File: config.mk
export PLATFORM = sky130hd
export DESIGN_NAME = ula_divider_seq
export DESIGN_NICKNAME = d
export VERILOG_FILES = /design/src/rtl/ula_pkg.sv /design/src/rtl/ula_div_step.sv /design/src/rtl/ula_divider_seq.sv
export SDC_FILE = /design/constraint.sdc
export NUM_CORES = 1
export LEC_CHECK = 0
export BUFFER_PORTS_ARGS = -buffer_cell sky130_fd_sc_hd__buf_4
export CAP_MARGIN = 20
export CELL_PAD_IN_SITES_DETAIL_PLACEMENT = 0
export CELL_PAD_IN_SITES_GLOBAL_PLACEMENT = 2
export CORE_MARGIN = 4
export CORE_UTILIZATION = 41
export CTS_BUF_LIST = sky130_fd_sc_hd__clkbuf_2
export DETAILED_ROUTE_END_ITERATION = 10
export PLACE_DENSITY_LB_ADDON = 0.08
export SYNTH_ARGS = -nofsm -noshare
export SYNTH_HDL_FRONTEND = slang
export SYNTH_SLANG_ARGS = --single-unit
File: constraint.sdc
create_clock -name clk -period 6.8 [get_ports clk]
set_input_delay 1.36 -clock clk [delete_from_list [all_inputs] [get_ports clk]]
set_output_delay 1.36 -clock clk [all_outputs]
set_load 0.02 [all_outputs]
File: src/rtl/ula_pkg.sv
// Shared ULA types and widths for the multi-cycle divider.
package ula_pkg;
  localparam int ULA_WIDTH = 8;

  typedef enum logic [1:0] {
    DIV_IDLE,
    DIV_RUN,
    DIV_DONE
  } ula_div_state_t;
endpackage

File: src/rtl/ula_div_step.sv
// One combinational restoring-division step: shift {r,q} left, trial-subtract d, keep or restore.
// Zero latency; no handshake.
module ula_div_step #(
  parameter int WIDTH = 8
) (
  input  logic [WIDTH-1:0] r,
  input  logic [WIDTH-1:0] q,
  input  logic [WIDTH-1:0] d,
  output logic [WIDTH-1:0] r_next,
  output logic [WIDTH-1:0] q_next
);
  logic [WIDTH:0]   shifted;
  logic [WIDTH-1:0] diff;
  logic [WIDTH:0]   borrow;
  logic             borrow_out;

  always_comb begin
    shifted = {r, q[WIDTH-1]};
    borrow  = '0;
    diff    = '0;
    for (int i = 0; i < WIDTH; i++) begin
      diff[i]       = shifted[i] ^ d[i] ^ borrow[i];
      borrow[i+1]   = (~shifted[i] & d[i]) | (~(shifted[i] ^ d[i]) & borrow[i]);
    end
    // Top bit of the shifted remainder has no divisor bit beneath it.
    borrow_out = ~shifted[WIDTH] & borrow[WIDTH];
    r_next     = borrow_out ? shifted[WIDTH-1:0] : diff;
    q_next     = {q[WIDTH-2:0], ~borrow_out};
  end
endmodule

File: src/rtl/ula_divider_seq.sv
// Iterative restoring divider, one quotient bit per clock; DONE pulses WIDTH+1 cycles after START.
// No backpressure: START while busy is dropped. Define ULA_DIV_SIGNED_EN for two's-complement operands.
module ula_divider_seq
  import ula_pkg::*;
#(
  parameter int WIDTH = ULA_WIDTH
) (
  input  logic             clk,
  input  logic             rst_n,
  input  logic             start,
  input  logic [WIDTH-1:0] dividend,
  input  logic [WIDTH-1:0] divisor,
  output logic             busy,
  output logic             done,
  output logic [WIDTH-1:0] quotient,
  output logic [WIDTH-1:0] remainder,
  output logic             div0
);
  localparam int CW = $clog2(WIDTH + 1);

  ula_div_state_t   state;
  logic [CW-1:0]    cnt;
  logic [WIDTH-1:0] r_reg, q_reg, d_reg;
  logic [WIDTH-1:0] r_step, q_step;
  logic [WIDTH-1:0] a_mag, b_mag, q_fix, r_fix;

  ula_div_step #(.WIDTH(WIDTH)) u_step (
    .r      (r_reg),
    .q      (q_reg),
    .d      (d_reg),
    .r_next (r_step),
    .q_next (q_step)
  );

`ifdef ULA_DIV_SIGNED_EN
  logic neg_q, neg_r;

  // Divide magnitudes; a zero divisor keeps the all-ones quotient unsigned-style.
  always_comb begin
    a_mag = dividend[WIDTH-1] ? -dividend : dividend;
    b_mag = divisor[WIDTH-1]  ? -divisor  : divisor;
    q_fix = (neg_q && (d_reg != '0)) ? -q_step : q_step;
    r_fix = neg_r ? -r_step : r_step;
  end
`else
  always_comb begin
    a_mag = dividend;
    b_mag = divisor;
    q_fix = q_step;
    r_fix = r_step;
  end
`endif

  always_ff @(posedge clk or negedge rst_n) begin
    if (!rst_n) begin
      state     <= DIV_IDLE;
      cnt       <= '0;
      r_reg     <= '0;
      q_reg     <= '0;
      d_reg     <= '0;
      busy      <= 1'b0;
      done      <= 1'b0;
      quotient  <= '0;
      remainder <= '0;
      div0      <= 1'b0;
`ifdef ULA_DIV_SIGNED_EN
      neg_q     <= 1'b0;
      neg_r     <= 1'b0;
`endif
    end else begin
      case (state)
        DIV_IDLE, DIV_DONE: begin
          done <= 1'b0;
          if (start) begin
            r_reg <= '0;
            q_reg <= a_mag;
            d_reg <= b_mag;
            cnt   <= CW'(WIDTH);
            busy  <= 1'b1;
            state <= DIV_RUN;
`ifdef ULA_DIV_SIGNED_EN
            neg_q <= dividend[WIDTH-1] ^ divisor[WIDTH-1];
            neg_r <= dividend[WIDTH-1];
`endif
          end else begin
            state <= DIV_IDLE;
          end
        end
        DIV_RUN: begin
          r_reg <= r_step;
          q_reg <= q_step;
          cnt   <= cnt - CW'(1);
          if (cnt == CW'(1)) begin
            state     <= DIV_DONE;
            busy      <= 1'b0;
            done      <= 1'b1;
            quotient  <= q_fix;
            remainder <= r_fix;
            div0      <= (d_reg == '0);
          end
        end
        default: state <= DIV_IDLE;
      endcase
    end
  end
endmodule
Word-level counts from Yosys, hierarchy flattened

Index checks and enable logic that the tools add are counted.

Register bits after elaboration: 49
Input port bits: 19
Output and inout bits: 19

Add/subtract/negate cells: 1
Equal/unequal tests: 5
Mux-type cells: 15
Bitwise operators: 55
Reductions and logical operators: 9

Operator list:

| kind                                                                  | count |
|---|---|
| 8-bit one-hot mux with 2 select lines                                 | 2 |
| 8-bit two-way mux                                                     | 3 |
| 1-bit inverter                                                        | 17 |
| 1-bit AND                                                             | 16 |
| 1-bit XOR                                                             | 15 |
| 8-bit logical NOT                                                     | 1 |
| 4-bit one-hot mux with 2 select lines                                 | 1 |
| 2-bit AND reduction                                                   | 4 |
| 1-bit OR                                                              | 7 |
| 4-bit by 1-bit equality test with 1-bit output, second input constant | 1 |
| 1-bit two-way mux                                                     | 4 |
| 4-bit two-way mux                                                     | 1 |
| 2-bit != test, second input constant                                  | 2 |
| 1-bit one-hot mux with 2 select lines                                 | 2 |
| 2-bit one-hot mux with 2 select lines                                 | 1 |
| 4-bit by 1-bit subtractor with 4-bit output, second input constant    | 1 |
| 3-bit AND reduction                                                   | 1 |
| 2-bit by 1-bit equality test with 1-bit output, second input constant | 1 |
| 2-bit equality test, second input constant                            | 1 |
| 2-bit logical NOT                                                     | 1 |
| 2-bit two-way mux                                                     | 1 |
| 2-bit nonzero test                                                    | 1 |
| 2-bit OR reduction                                                    | 1 |

Depth between registers and ports, before layout

Depth after elaboration: 19
Gate-level depth with buffers: 15
Gate-level depth less buffers: 14

Modules after synthesis

From an unflattened synthesis, not the netlist that was laid out.

Cells, all modules: 192
Area total of the unflattened synthesis: 2342.2 um^2

By module, submodules not included:

| module          | instances | cells an instance | area an instance (um^2) |
|---|---|---|---|
| ula_divider_seq | 1         | 159               | 2001.9 |
| ula_div_step    | 1         | 33                | 340.3 |

Least setup slack after synthesis

No wires, ideal clock.

Path kind: register -> register
Start: reg q_reg[7]
End: reg remainder[2]
Setup time: 0.125 ns
Data arrival time: 4.015 ns
Required time: 6.675 ns
Setup slack: 2.660 ns
Stages on the path, launching flop included: 16
Buffers on the path: 1
Period minus slack after synthesis: 4.140 ns
Cells stage by stage: dfrtp_1 -> inv_1 -> ha_1 -> inv_1 -> fa_1 -> fa_1 -> fa_1 -> fa_1 -> fa_1 -> fa_1 -> inv_1 -> fa_1 -> nor2b_1 -> buf_6 -> mux2_2 -> mux2_4

Cells in the longest elaborated chain, start to end: 18

Ends and longest elaborated chain:

| what                      | line                  | source |
|---|---|---|
| start, declared           | ula_divider_seq.sv:23 | `logic [WIDTH-1:0] r_reg, q_reg, d_reg;` |
| start signal, assigned    | ula_divider_seq.sv:76 | `q_reg <= a_mag;` |
| start signal, assigned    | ula_divider_seq.sv:91 | `q_reg <= q_step;` |
| 1-bit inverter *          | ula_div_step.sv:23    | `borrow[i+1] = (~shifted[i] & d[i]) \| (~(shifted[i] ^ d[i]) & borrow[i]);` |
| 1-bit AND * (2 in series) | ula_div_step.sv:23    |  |
| 1-bit OR *                | ula_div_step.sv:23    |  |
| 1-bit AND                 | ula_div_step.sv:23    |  |
| 1-bit OR                  | ula_div_step.sv:23    |  |
| 1-bit AND                 | ula_div_step.sv:23    |  |
| 1-bit OR                  | ula_div_step.sv:23    |  |
| 1-bit AND                 | ula_div_step.sv:23    |  |
| 1-bit OR                  | ula_div_step.sv:23    |  |
| 1-bit AND                 | ula_div_step.sv:23    |  |
| 1-bit OR                  | ula_div_step.sv:23    |  |
| 1-bit AND                 | ula_div_step.sv:23    |  |
| 1-bit OR                  | ula_div_step.sv:23    |  |
| 1-bit AND                 | ula_div_step.sv:23    |  |
| 1-bit OR                  | ula_div_step.sv:23    |  |
| 1-bit AND                 | ula_div_step.sv:26    | `borrow_out = ~shifted[WIDTH] & borrow[WIDTH];` |
| 8-bit two-way mux *       | ula_div_step.sv:27    | `r_next = borrow_out ? shifted[WIDTH-1:0] : diff;` |
| end signal, assigned      | ula_divider_seq.sv:98 | `remainder <= r_fix;` |
| end, declared             | ula_divider_seq.sv:16 | `output logic [WIDTH-1:0] remainder,` |

Every way passes the cells marked *; elsewhere a longest branch is shown, timed or not.
A chain may end at the register's enable or synchronous reset.

Worst setup path after layout

Start: reg q_reg[7]
End: reg remainder[3]

Cells in the longest elaborated chain, start to end: 18

Ends and longest elaborated chain:

| what                      | line |
|---|---|
| 1-bit inverter *          | ula_div_step.sv:23 |
| 1-bit AND * (2 in series) | ula_div_step.sv:23 |
| 1-bit OR *                | ula_div_step.sv:23 |
| 1-bit AND *               | ula_div_step.sv:23 |
| 1-bit OR *                | ula_div_step.sv:23 |
| 1-bit AND                 | ula_div_step.sv:23 |
| 1-bit OR                  | ula_div_step.sv:23 |
| 1-bit AND                 | ula_div_step.sv:23 |
| 1-bit OR                  | ula_div_step.sv:23 |
| 1-bit AND                 | ula_div_step.sv:23 |
| 1-bit OR                  | ula_div_step.sv:23 |
| 1-bit AND                 | ula_div_step.sv:23 |
| 1-bit OR                  | ula_div_step.sv:23 |
| 1-bit AND                 | ula_div_step.sv:23 |
| 1-bit OR                  | ula_div_step.sv:23 |
| 1-bit AND                 | ula_div_step.sv:26 |
| 8-bit two-way mux *       | ula_div_step.sv:27 |

Marks and branches as above.

==> flow_metrics.tcl <==
set metrics [dict create \
    drtAntennaViolNets 0 \
    layout-drive-gt1-share_pct 28.7 \
    synth_cells 188 \
    wl_per_cell_um 15.9 \
    syn-cell-area_um2 2260 \
    status "finished clean" \
    grt_pass1_vias 1545 \
    yosys-top-cells-area "dfrtp_1 54%, mux2_2 7.0%, fa_1 6.2%, o21ai_0 4.0%, nand2_1 3.5%" \
    synth_nets 217 \
    min_from "busy" \
    startpoint_type "flop" \
    setup_viol 0 \
    cts_resized 0 \
    ios 38 \
    synth_top_family_by_area "compound AO/OA/AOI/OAI gates" \
    clock_latency_ns 0.42 \
    gp_congestion 0.736 \
    n_antenna_cell 0 \
    start_util_pct 43.4 \
    hold_buffers 0 \
    place_ws_ns 2.02 \
    cts_tree "built" \
    total_power_mw 1.39 \
    route.detailed.drc 0 \
    p_leak_nw 1.23 \
    io_buffers 37 \
    setup_slack_ns 2.01 \
    synth_xor_area_share_pct 0 \
    synth_area_per_cell_um2 12.0 \
    path_class "flop to flop" \
    yosys.area.top_type_share_pct 54.3 \
    post-cts-setup-buffers 0 \
    cap_violations 0 \
    crit_start "q_reg[7]" \
    cts_made_buffers 5 \
    powerDensity_nw_per_um2 537 \
    grt_pass1_wl_um 7660 \
    synth_edf_count 0 \
    yosys-top-cells-count "49 x dfrtp_1, 21 x nand2_1, 18 x o21ai_0, 14 x mux2_2, 13 x inv_1" \
    synth_flop_cell "dfrtp_1" \
    final_max_slew_viol_count 0 \
    layout_min_cycle_time_ns 4.79 \
    first_pass_iters 4 \
    crit_path_max_fanout 11 \
    hold_viol_final 0 \
    r2r-start "q_reg[7]" \
    grt_max_degree 50 \
    finalClockSkew_ns 0.0241 \
    synth_seq_cells 49 \
    core_um2 5200 \
    synthSimpleGateAreaFrac_pct 9.76 \
    tightest_slew_ns 0.919 \
    viasPerCell 5.26 \
    routed_wl_um 4660 \
    period_share_pct 70.5 \
    synthArstFlopShare_pct 100 \
    synth_compound_area_share_pct 11.9 \
    synth_cell_types 32 \
    clock-sinks 49 \
    die_w_um 82.2 \
    hold_class "flop to flop" \
    ys_seq_area_share_pct 54.3 \
    antenna_found_initial 0 \
    ff2ff_path_depth 14 \
    peakVddDrop_mv 0.174 \
    fp.dieH_um 82.2 \
    grt-ovfl-total 0 \
    critPathCaptureType "flop" \
    grtUsageTotal_pct 15.1 \
    synth.area.mux_share_pct 11.2 \
    ys_warn_count 0 \
    h-tree-depth 2 \
    cp.arrival_ns 5.12 \
    synth_top_area_cell "dfrtp_1" \
    cts_root_buf "clkbuf_2" \
    hpwl_um 3250 \
    synth.most_common_cell "dfrtp_1" \
    setup-tns-final_ns 0 \
    cts_buffer_depth 2 \
    area_growth_pct 15.0 \
    drtIter0Drc 58 \
    maxSlewHeadroom_pct 38.6 \
    final_nets 251 \
    rows 26 \
    dieArea_um2 6760 \
    hold_slack_ns 0.510 \
    clk_pin_slew_ns 0.23 \
    via_count 1541 \
    max_freq_mhz 209 \
    holdPathStages 1 \
    synth_adder_area_share_pct 7.87 \
    fill_cells 490 \
    required_ns 7.13 \
    rsz0062_at_grt "false" \
]
[placed cells by master, fill, tap and decap left out, drive strengths merged, types with 3 or more instances in the layout]
master | Yosys | layout
inv | 13 | 13
clkinv | 0 | 3
ha | 3 | 3
a22o | 5 | 5
buf | 6 | 37
nand2 | 22 | 22
mux2i | 5 | 5
nand3 | 7 | 7
mux2 | 17 | 17
o21ai | 18 | 18
clkbuf | 4 | 5
dfrtp | 49 | 49
nor2 | 4 | 4
a22oi | 6 | 6
o2bb2ai | 4 | 4
fa | 7 | 7
[worst max-delay path, stage by stage (launching register included)]
cell     delay, ns
dfrtp_1       0.42
inv_1         0.09
ha_1          0.15
inv_1         0.04
fa_1          0.38
fa_1          0.40
fa_1          0.41
fa_1          0.40
fa_1          0.39
fa_1          0.36
inv_1         0.08
fa_1          0.17
nor2b_1       0.73
mux2_2        0.43
mux2_4        0.26
[cell families (layout without fill, tap and decap cells)]
logic type | count (synthesis) | in the layout
fa+ha+maj | 10 | 10
mux | 22 | 22
compound gates | 40 | 40
flops | 49 | 49
buf+inv | 23 | 58
simple gates | 44 | 44
[path summary, 6_finish.rpt]
check | slack, ns | end
min in group asynchronous | 0.90 | state[1]
setup / recovery | 2.01 | remainder[3]
setup reg to reg | 2.01 | remainder[3]
hold / removal | 0.51 | busy
max in group asynchronous | 5.45 | quotient[7]
hold reg to reg | 0.51 | busy
[cell type report]
cell class / instances / area [um2] / area share (%)
sequential: 49 / 1230 / 47.2
timing repair buffer: 37 / 278 / 10.7
multi-input combinational: 116 / 918 / 35.4
tap: 70 / 87.6 / 3.37
clock buffer: 5 / 25.0 / 0.964
inverter: 13 / 48.8 / 1.88
clock inverter: 3 / 12.5 / 0.482
[metal layers]
metal / routed length (um) / up-vias / global-route usage [%] / share of wire (%)
met3: 180 / 4 / 3.58 / 3.9
met2: 2200 / 35 / 23.4 / 47
met5: 0 / - / 0 / 0
met1: 2240 / 786 / 21.1 / 48
li1: - / 716 / - / -
met4: 44 / 0 / 4.32 / 0.94
[power breakdown]
group | internal, mW | switching (mW) | leakage (nW)
Clock | 0.0226 | 0.0911 | 0.0278
Combinational | 0.354 | 0.390 | 0.607
Sequential | 0.435 | 0.101 | 0.596
[per-stage QoR]
stage                     instances  utilization, %  instance area [um2]
after floorplan                 188               -                 2260
after global placement          285            49.2                 2560
after detailed placement        285            49.2                 2560
after CTS                       293            49.9                 2600
after global routing            293            49.9                 2600
final                           293            49.9                 2600
Power figures use the tool's default switching activity.
